--- src/rtl/gpio_sel_sequencer.sv ---
// Per-pin GPIO source-select sequencer. A commit tristates the pins whose select changes, then applies all selects at once.
// Optional build macro GPIO_SEL_LOCK_EN adds a sticky lock bit at CTRL[1].
module gpio_sel_sequencer #(
   parameter int GUARD_CYCLES = 4,
   parameter int NUM_SRC      = 13
) (
   input  logic        clk,
   input  logic        rst,
   input  logic        reg_wr,
   input  logic        reg_rd,
   input  logic [2:0]  reg_addr,
   input  logic [31:0] reg_wdata,
   output logic [31:0] reg_rdata,
   output logic        reg_ack,
   output logic [31:0] pin_0to7_sel,
   output logic [31:0] pin_8to15_sel,
   output logic [31:0] pin_16to23_sel,
   output logic [31:0] pin_24to31_sel,
   output logic [23:0] pin_32to37_sel,
   output logic [37:0] force_oeb,
   output logic        busy,
   output logic        commit_done
);

   localparam int NUM_PINS = 38;
   localparam int SEL_W    = 4 * NUM_PINS;
   localparam int CNT_W    = (GUARD_CYCLES > 0) ? $clog2(GUARD_CYCLES + 1) : 1;
   localparam logic [4:0] NUM_SRC_W = 5'(NUM_SRC);

   typedef enum logic [1:0] {
      ST_IDLE,
      ST_GUARD,
      ST_APPLY
   } state_e;

   state_e             state_q, state_d;
   logic [CNT_W-1:0]   cnt_q, cnt_d;
   logic [SEL_W-1:0]   shadow_q, shadow_d;
   logic [SEL_W-1:0]   active_q, active_d;
   logic [37:0]        force_oeb_q, force_oeb_d;
   logic               busy_q, busy_d;
   logic               done_q, done_d;
   logic               ack_q, ack_d;
   logic [31:0]        rdata_q, rdata_d;
   logic               err_range_q, err_range_d;
   logic               err_busy_q, err_busy_d;
   logic               locked;
   logic [37:0]        changed;
   logic               range_bad;
   logic               sel_blocked;
   logic [31:0]        rd_mux;

`ifdef GPIO_SEL_LOCK_EN
   logic lock_q, lock_d;
   assign locked = lock_q;
`else
   assign locked = 1'b0;
`endif

   assign sel_blocked = busy_q | locked;

   always_comb begin
      changed   = '0;
      range_bad = 1'b0;
      for (int p = 0; p < NUM_PINS; p++) begin
         changed[p] = (shadow_q[4*p +: 4] != active_q[4*p +: 4]);
         if ({1'b0, shadow_q[4*p +: 4]} >= NUM_SRC_W) range_bad = 1'b1;
      end
   end

   always_comb begin
      case (reg_addr)
         3'd0:    rd_mux = shadow_q[31:0];
         3'd1:    rd_mux = shadow_q[63:32];
         3'd2:    rd_mux = shadow_q[95:64];
         3'd3:    rd_mux = shadow_q[127:96];
         3'd4:    rd_mux = {8'h00, shadow_q[151:128]};
         3'd5:    rd_mux = {30'b0, locked, 1'b0};
         3'd6:    rd_mux = {29'b0, err_range_q, err_busy_q, busy_q};
         default: rd_mux = '0;
      endcase
   end

   always_comb begin
      // NOTE: every _d starts from its hold value so no path through this block can infer a latch.
      state_d     = state_q;
      cnt_d       = cnt_q;
      shadow_d    = shadow_q;
      active_d    = active_q;
      force_oeb_d = force_oeb_q;
      busy_d      = busy_q;
      done_d      = 1'b0;
      err_range_d = err_range_q;
      err_busy_d  = err_busy_q;
      ack_d       = reg_wr | reg_rd;
      rdata_d     = (reg_rd && !reg_wr) ? rd_mux : '0;
`ifdef GPIO_SEL_LOCK_EN
      lock_d      = lock_q;
`endif

      case (state_q)
         ST_GUARD: begin
            cnt_d = cnt_q - CNT_W'(1);
            if (cnt_q == CNT_W'(1)) state_d = ST_APPLY;
         end
         ST_APPLY: begin
            active_d    = shadow_q;
            force_oeb_d = '0;
            busy_d      = 1'b0;
            done_d      = 1'b1;
            state_d     = ST_IDLE;
         end
         default: ;
      endcase

      if (reg_wr && reg_addr <= 3'd4) begin
         if (sel_blocked) begin
            err_busy_d = 1'b1;
         end else begin
            case (reg_addr)
               3'd0:    shadow_d[31:0]    = reg_wdata;
               3'd1:    shadow_d[63:32]   = reg_wdata;
               3'd2:    shadow_d[95:64]   = reg_wdata;
               3'd3:    shadow_d[127:96]  = reg_wdata;
               default: shadow_d[151:128] = reg_wdata[23:0];
            endcase
         end
      end

      if (reg_wr && reg_addr == 3'd5) begin
         // Error clear lands first so a commit in the same write can re-flag.
         if (reg_wdata[2]) begin
            err_range_d = 1'b0;
            err_busy_d  = 1'b0;
         end
`ifdef GPIO_SEL_LOCK_EN
         if (reg_wdata[1]) lock_d = 1'b1;
`endif
         if (reg_wdata[0]) begin
            if (sel_blocked) begin
               err_busy_d = 1'b1;
            end else if (range_bad) begin
               err_range_d = 1'b1;
            end else begin
               force_oeb_d = changed;
               cnt_d       = CNT_W'(GUARD_CYCLES);
               busy_d      = 1'b1;
               state_d     = (GUARD_CYCLES == 0 || changed == '0) ? ST_APPLY : ST_GUARD;
            end
         end
      end
   end

   // NOTE: shadow and active selects are plain registers with a defined reset value, not RAM, so they reset with everything else.
   always_ff @(posedge clk or posedge rst) begin
      if (rst) begin
         state_q     <= ST_IDLE;
         cnt_q       <= '0;
         shadow_q    <= '0;
         active_q    <= '0;
         force_oeb_q <= '0;
         busy_q      <= 1'b0;
         done_q      <= 1'b0;
         ack_q       <= 1'b0;
         rdata_q     <= '0;
         err_range_q <= 1'b0;
         err_busy_q  <= 1'b0;
`ifdef GPIO_SEL_LOCK_EN
         lock_q      <= 1'b0;
`endif
      end else begin
         // NOTE: non-blocking updates so every flop samples pre-edge values regardless of statement order.
         state_q     <= state_d;
         cnt_q       <= cnt_d;
         shadow_q    <= shadow_d;
         active_q    <= active_d;
         force_oeb_q <= force_oeb_d;
         busy_q      <= busy_d;
         done_q      <= done_d;
         ack_q       <= ack_d;
         rdata_q     <= rdata_d;
         err_range_q <= err_range_d;
         err_busy_q  <= err_busy_d;
`ifdef GPIO_SEL_LOCK_EN
         lock_q      <= lock_d;
`endif
      end
   end

   assign pin_0to7_sel   = active_q[31:0];
   assign pin_8to15_sel  = active_q[63:32];
   assign pin_16to23_sel = active_q[95:64];
   assign pin_24to31_sel = active_q[127:96];
   assign pin_32to37_sel = active_q[151:128];
   assign force_oeb      = force_oeb_q;
   assign busy           = busy_q;
   assign commit_done    = done_q;
   assign reg_ack        = ack_q;
   assign reg_rdata      = rdata_q;

endmodule

--- config.mk ---
export PLATFORM = sky130hd
export DESIGN_NAME = gpio_sel_sequencer
export DESIGN_NICKNAME = d
export VERILOG_FILES = /design/src/rtl/gpio_sel_sequencer.sv
export SDC_FILE = /design/constraint.sdc
export NUM_CORES = 1
export LEC_CHECK = 0
export CELL_PAD_IN_SITES_DETAIL_PLACEMENT = 1
export CELL_PAD_IN_SITES_GLOBAL_PLACEMENT = 2
export CORE_MARGIN = 2
export CORE_UTILIZATION = 37
export DETAILED_ROUTE_END_ITERATION = 6
export PLACE_DENSITY = 0.86
export SETUP_SLACK_MARGIN = 0.1
export SYNTH_ARGS = -nofsm -noshare
export SYNTH_HDL_FRONTEND = slang
export SYNTH_SLANG_ARGS = --single-unit
--- constraint.sdc ---
create_clock -name clk -period 16.6 [get_ports clk]
set_clock_uncertainty 0.1 [all_clocks]
set_input_delay 3.32 -clock clk [delete_from_list [all_inputs] [get_ports clk]]
set_output_delay 3.32 -clock clk [all_outputs]
set_load 0.02 [all_outputs]
# Word level (Yosys, flattened, before mapping)
# Index checks and enable logic that the tools add are counted.
[word_totals] wordCells=190 output_inout_bits=225 ff_bits=384 input_bits=39
[classes] n_addsub=1 eq_ne=47 bitwise=3 n_lt_le_gt_ge=39 mux=73 reduce_logical=12
[ops] op="$pmux W32 S6" n=1
[ops] op="$mux W38" n=5
[ops] op="$ge A4 B4 Y1 const B" n=38
[ops] op="$ne A4 B4 Y1" n=38
[ops] op="$mux W1" n=54
[ops] op="$logic_not A38 Y1" n=1
[ops] op="$mux W32" n=1
[ops] op="$mux W3" n=5
[ops] op="$reduce_and A3 Y1" n=5
[ops] op="$mux W2" n=6
[ops] op="$eq A3 B3 Y1 const B" n=3
[ops] op="$eq A3 B1 Y1 const B" n=2
[ops] op="$eq A3 B2 Y1 const B" n=2
[ops] op="$pmux W2 S2" n=1
[ops] op="$reduce_or A4 Y1" n=1
[ops] op="$le A3 B3 Y1 const B" n=1
[ops] op="$logic_and A1 B1 Y1" n=3
[ops] op="$logic_not A3 Y1" n=1
[ops] op="$sub A3 B1 Y3 const B" n=1
[ops] op="$eq A2 B1 Y1 const B" n=1
[ops] op="$eq A2 B2 Y1 const B" n=1
[ops] op="$not A1 Y1" n=2
[ops] op="$logic_not A1 Y1" n=1
[ops] op="$or A1 B1 Y1" n=1

# Logic depth before layout (Yosys ltp)
[depth] word_depth=43 ltp_mapped=9 ltp_nobuf=6

# Worst setup path before layout
# Ideal clock, no wire load.
[synth_timing] kind="input -> register" startpoint="input port reg_addr[1]" endpoint="register force_oeb_q[15], in the netlist force_oeb[15]" path_buffers=2 arrival_time_ns=4.753 setup_time_ns=0.125 slack_ns=11.622 required_ns=16.375 path_stages=7 cell_sequence="buf_2 and2b_2 nand4_1 nor4_2 nand3_2 buf_6 mux2_4"
[synth_between] elab_chain_cells=3
[synth_rtl] item="from (decl)" line_no="11" source="input logic [2:0] reg_addr,"
[synth_rtl] item="$eq A3 B3 Y1" line_no="130" source="if (reg_wr && reg_addr == 3'd5) begin"
[synth_rtl] item="$logic_and A1 B1 Y1" line_no="130"
[synth_rtl] item="$mux W38" line_no="130"
[synth_rtl] item="named net force_oeb_d[15]" line_no="40" source="logic [37:0] force_oeb_q, force_oeb_d;"
[synth_rtl] item="to (signal assigned)" line_no="177" source="force_oeb_q <= force_oeb_d;"
[synth_rtl] item="to (decl)" line_no="40"
# The timed path passes the listed nets, and every way through them passes these cells.
# A chain may end at the register's enable or synchronous reset.

# Final worst setup path
[layout_timing] startpoint="input port reg_addr[2]" endpoint="register shadow_q[48]"
[layout_between] elab_chain_cells=3 elab_cells_between_ends=4
[layout_rtl] item="$le A3 B3 Y1" line_no="116" source="if (reg_wr && reg_addr <= 3'd4) begin"
[layout_rtl] item="$logic_and A1 B1 Y1" line_no="116"
[layout_rtl] item="$reduce_and A3 Y1 (no source line) *"
[layout_rtl] item="to (signal assigned)" line_no="175" source="shadow_q <= shadow_d;"
[layout_rtl] item="to (decl)" line_no="38" source="logic [SEL_W-1:0] shadow_q, shadow_d;"
# Mark *: on every way between the ends. The rest lies on a longest branch, timed or not.

==> reports/metrics.cfg <==
[floorplan]
boundaryPins = 264
die_area_um2 = 48400
design.core.area_um2 = 46400
fp.dieW_um = 220
chipHeight_um = 220
std_cell_rows = 79
initial_utilization_pct = 37.3

[logic_synthesis]
synth_top_cell_area_share_pct = 55.6
primary_flip_flop_cell_chosen_by_synthesis_mapping = sky130_fd_sc_hd__dfrtp_1
synthesis.area_per_instance_um2 = 13.6
syn_inst_count = 1271
synth_edf_count = 0
yosysSeqAreaShare_pct = 55.6
synth_area_leaders = sky130_fd_sc_hd__dfrtp_1, sky130_fd_sc_hd__mux2_2, sky130_fd_sc_hd__xor2_1
ys_ff_latch = 384
synth_top_area_cell = sky130_fd_sc_hd__dfrtp_1
netlist-cell-type-count = 41
netlist_top_cells_count = sky130_fd_sc_hd__dfrtp_1, sky130_fd_sc_hd__mux2_2, sky130_fd_sc_hd__xor2_1, sky130_fd_sc_hd__o21ai_0, sky130_fd_sc_hd__clkbuf_1
synthesis.nets = 1314
yosysWarnings = 0
async_reset_ff_share_pct = 100
most_numerous_cell_in_the_yosys_netlist = sky130_fd_sc_hd__dfrtp_1
synth.cell_area_um2 = 17300

[placed_design]
port_bufs = 263
place.detailed.instances = 2095
dpl_cell_area_um2 = 20600
placement.setup.worst_slack_ns = 9.41
dp_hpwl_mm = 39.1
routabilityCongestion = 0.793

[clocking]
cts_hold_buffers = 0
clock_latency_ns = 0.57
path_clk_slew_ns = 0.06
cts_tree = yes
numCtsBuffers = 43
clk_root_buffer_cell = sky130_fd_sc_hd__clkbuf_16
cts_resized = 0
cts.htree.levels = 2
post-cts-setup-buffer-count = 0
clock_tree.buffer_depth = 3
cts_num_sinks = 384

[critical_path]
cp_slowest_cell = sky130_fd_sc_hd__nor2_1
worst_setup_path_end_kind = flip-flop
worstReg2RegStart = shadow_q[64]
cp_data_arrival_time_ns = 6.98
worst_setup_sp_type = input port
timing.critical_path.max_delay_family = buffers and inverters
delay_of_the_slowest_critical_path_stage_ns = 0.99
critical_path.max_fanout = 32
crit_path_top_cell_by_count = sky130_fd_sc_hd__nand2_1
cp_data_required_time_ns = 16.94
startpoint = reg_addr[2]
critical_path_class = input port to flip-flop
critical_path.n_buffers_inverters = 3
worstPathCellList = clkdlybuf4s50_1, inv_1, nand2_1, nor2_1, nand2_1, buf_4, mux2_2

[grt]
grt_antenna_before_repair = 0
via_count_of_the_first_global_routing_pass = 12600
global_route.overflow_total = 0
grtUsageMet3_pct = 4.55
grt_pass1_wl_mm = 82.2
grt_use_met2_pct = 37.5
gr_usage_total_pct = 22.9
gr-max-usage-layer = met2
grt_start_max_net_pins = 117
use_met1_pct = 30.7

[worst_hold_path]
hold_path.class = flip-flop to flip-flop
min_from = err_range_q

[route]
route.detailed.drc = 0
route.detailed.vias_per_inst = 5.43
violation_count_after_the_first_detailed_route_iteration = 725
vias_after_detailed_routing = 11800
routed_wl_mm = 55.0
wire_per_inst_um = 25.3
route.antenna.remaining_nets = 0
drtPass1Iterations = 5

[pwr]
p_int_mw = 2.72
share_seq_of_total_power_pct = 41.0
clock_power_share_pct = 22.0
worst_vdd_drop_uv = 88.3
power.share.combinational_pct = 37.0
power-per-cell-area_nw_per_um2 = 200
total_switching_power_mw = 1.67
switching_share_pct = 38.0
leakage_power_nw = 9.70

[sta]
layout_worst_path_cycle_share_pct = 40.0
timing.final.max_slew_violations = 0
period_minus_slack_ns = 6.64
grt_setup_unrepaired = no
fin_tns_setup_ns = 0
layout_setup_ws_ns = 9.96
fmax_mhz = 151
worst_slew_pin_slew_ns = 1.25
setup_violations = 0
worst_hold_slack_ns = 0.392
hold_violations = 0
max_slew_margin_pct = 16.3

[cells_and_area]
layout_stage_area_growth_over_the_synthesis_result_pct = 27.3
diodes = 0
design.final.nets = 1576
layout.cell_area.non_filler_um2 = 22000
num-fill-cells = 4674
instances_no_fill = 2169
proportion_of_layout_cells_with_a_drive_suffix_above_1_pct = 27.0

[job]
max-cap-violations = 0

[run_status]
status = complete, no violations

[cell usage in the layout (no fill, tap or decap), drive strengths merged, types with 6 or more instances in the layout]
| master | n |
|---|---|
| dfrtp | 384 |
| mux2 | 310 |
| clkdlybuf4s50 | 261 |
| xor2 | 146 |
| clkbuf | 60 |
| o21ai | 59 |
| nor4 | 42 |
| o211ai | 38 |
| nand3b | 37 |
| nor2 | 33 |
| mux2i | 22 |
| nand4 | 21 |
| buf | 19 |
| nand2 | 18 |
| nand3 | 17 |
| mux4 | 14 |
| a222oi | 14 |
| nor2b | 10 |
| xnor2 | 8 |
| clkinv | 8 |
| inv | 8 |
| a22oi | 6 |
[area by class of cell]
class | count | area, um2 | share of cell area (%)
inverter | 8 | 37.5 | 0.171
sequential | 384 | 9610 | 43.7
clock inverter | 14 | 179 | 0.814
multi-input combinational | 816 | 7410 | 33.7
tap | 607 | 759 | 3.45
clock buffer | 60 | 1240 | 5.64
timing repair buffer | 280 | 2750 | 12.5
[worst min-delay path, delay by kind of cell, from the launching register on]
family	cells	cell delay (ns)
flip-flops	1	0.34
AO/OA/AOI/OAI	1	0.06
AND/OR/NAND/NOR	1	0.05
[flip-flops by register name, indices dropped and copies added (netlist names)]
signal and cells:
active_q 152, shadow_q 152, force_oeb 38, reg_rdata 32
cnt_q 3, state_q 2, busy 1, commit_done 1
err_busy_q 1, err_range_q 1, reg_ack 1
[layer usage]
| metal | vias to the layer above | share of wire [%] |
|---|---|---|
| li1 | 5160 | - |
| met1 | 6200 | 43 |
| met2 | 328 | 48 |
| met3 | 79 | 5.5 |
| met4 | 0 | 3.0 |
| met5 | - | 0 |
[logic make-up (layout without fill, tap and decap cells)]
family,count (synthesis),in the layout,synth area share (%)
DFF,384,384,55.6
AOI/OAI and AO/OA,124,124,4.72
xor gates and xnor gates,154,154,7.81
muxes,346,346,23.4
buffers and inverters,71,362,1.74
and+or+nand+nor,188,188,6.43
adders and majority gates,4,4,0.290
[power by group through the flow]
| stage | Sequential (mW) | Clock [mW] | Combinational (mW) |
|---|---|---|---|
| after floorplan | 1.84 | 0 | 0.785 |
| after global placement | 1.78 | 0 | 1.59 |
| after detailed placement | 1.80 | 0 | 1.63 |
| after CTS | 1.80 | 0.986 | 1.65 |
| after global routing | 1.86 | 1.02 | 1.74 |
| final | 1.80 | 0.964 | 1.63 |
[path summary, 6_finish.rpt]
path	endpoint	cells past startpoint	slack, ns
worst max-delay path	shadow_q[48]	7	9.96
worst min-delay path	err_range_q	2	0.39
worst max register to register	force_oeb[7]	5	13.28
worst min register to register	err_range_q	2	0.39
max in group asynchronous	active_q[4]	4	10.94
min in group asynchronous	reg_rdata[24]	2	3.21
[metrics by stage]
step / utilization, % / power [mW]
finish: 47.4 / 4.39
global route: 47.4 / 4.62
CTS: 47.4 / 4.43
detailed placement: 44.4 / 3.44
global placement: 44.4 / 3.37
floorplan: - / 2.62
(Power assumes the default switching activity.)
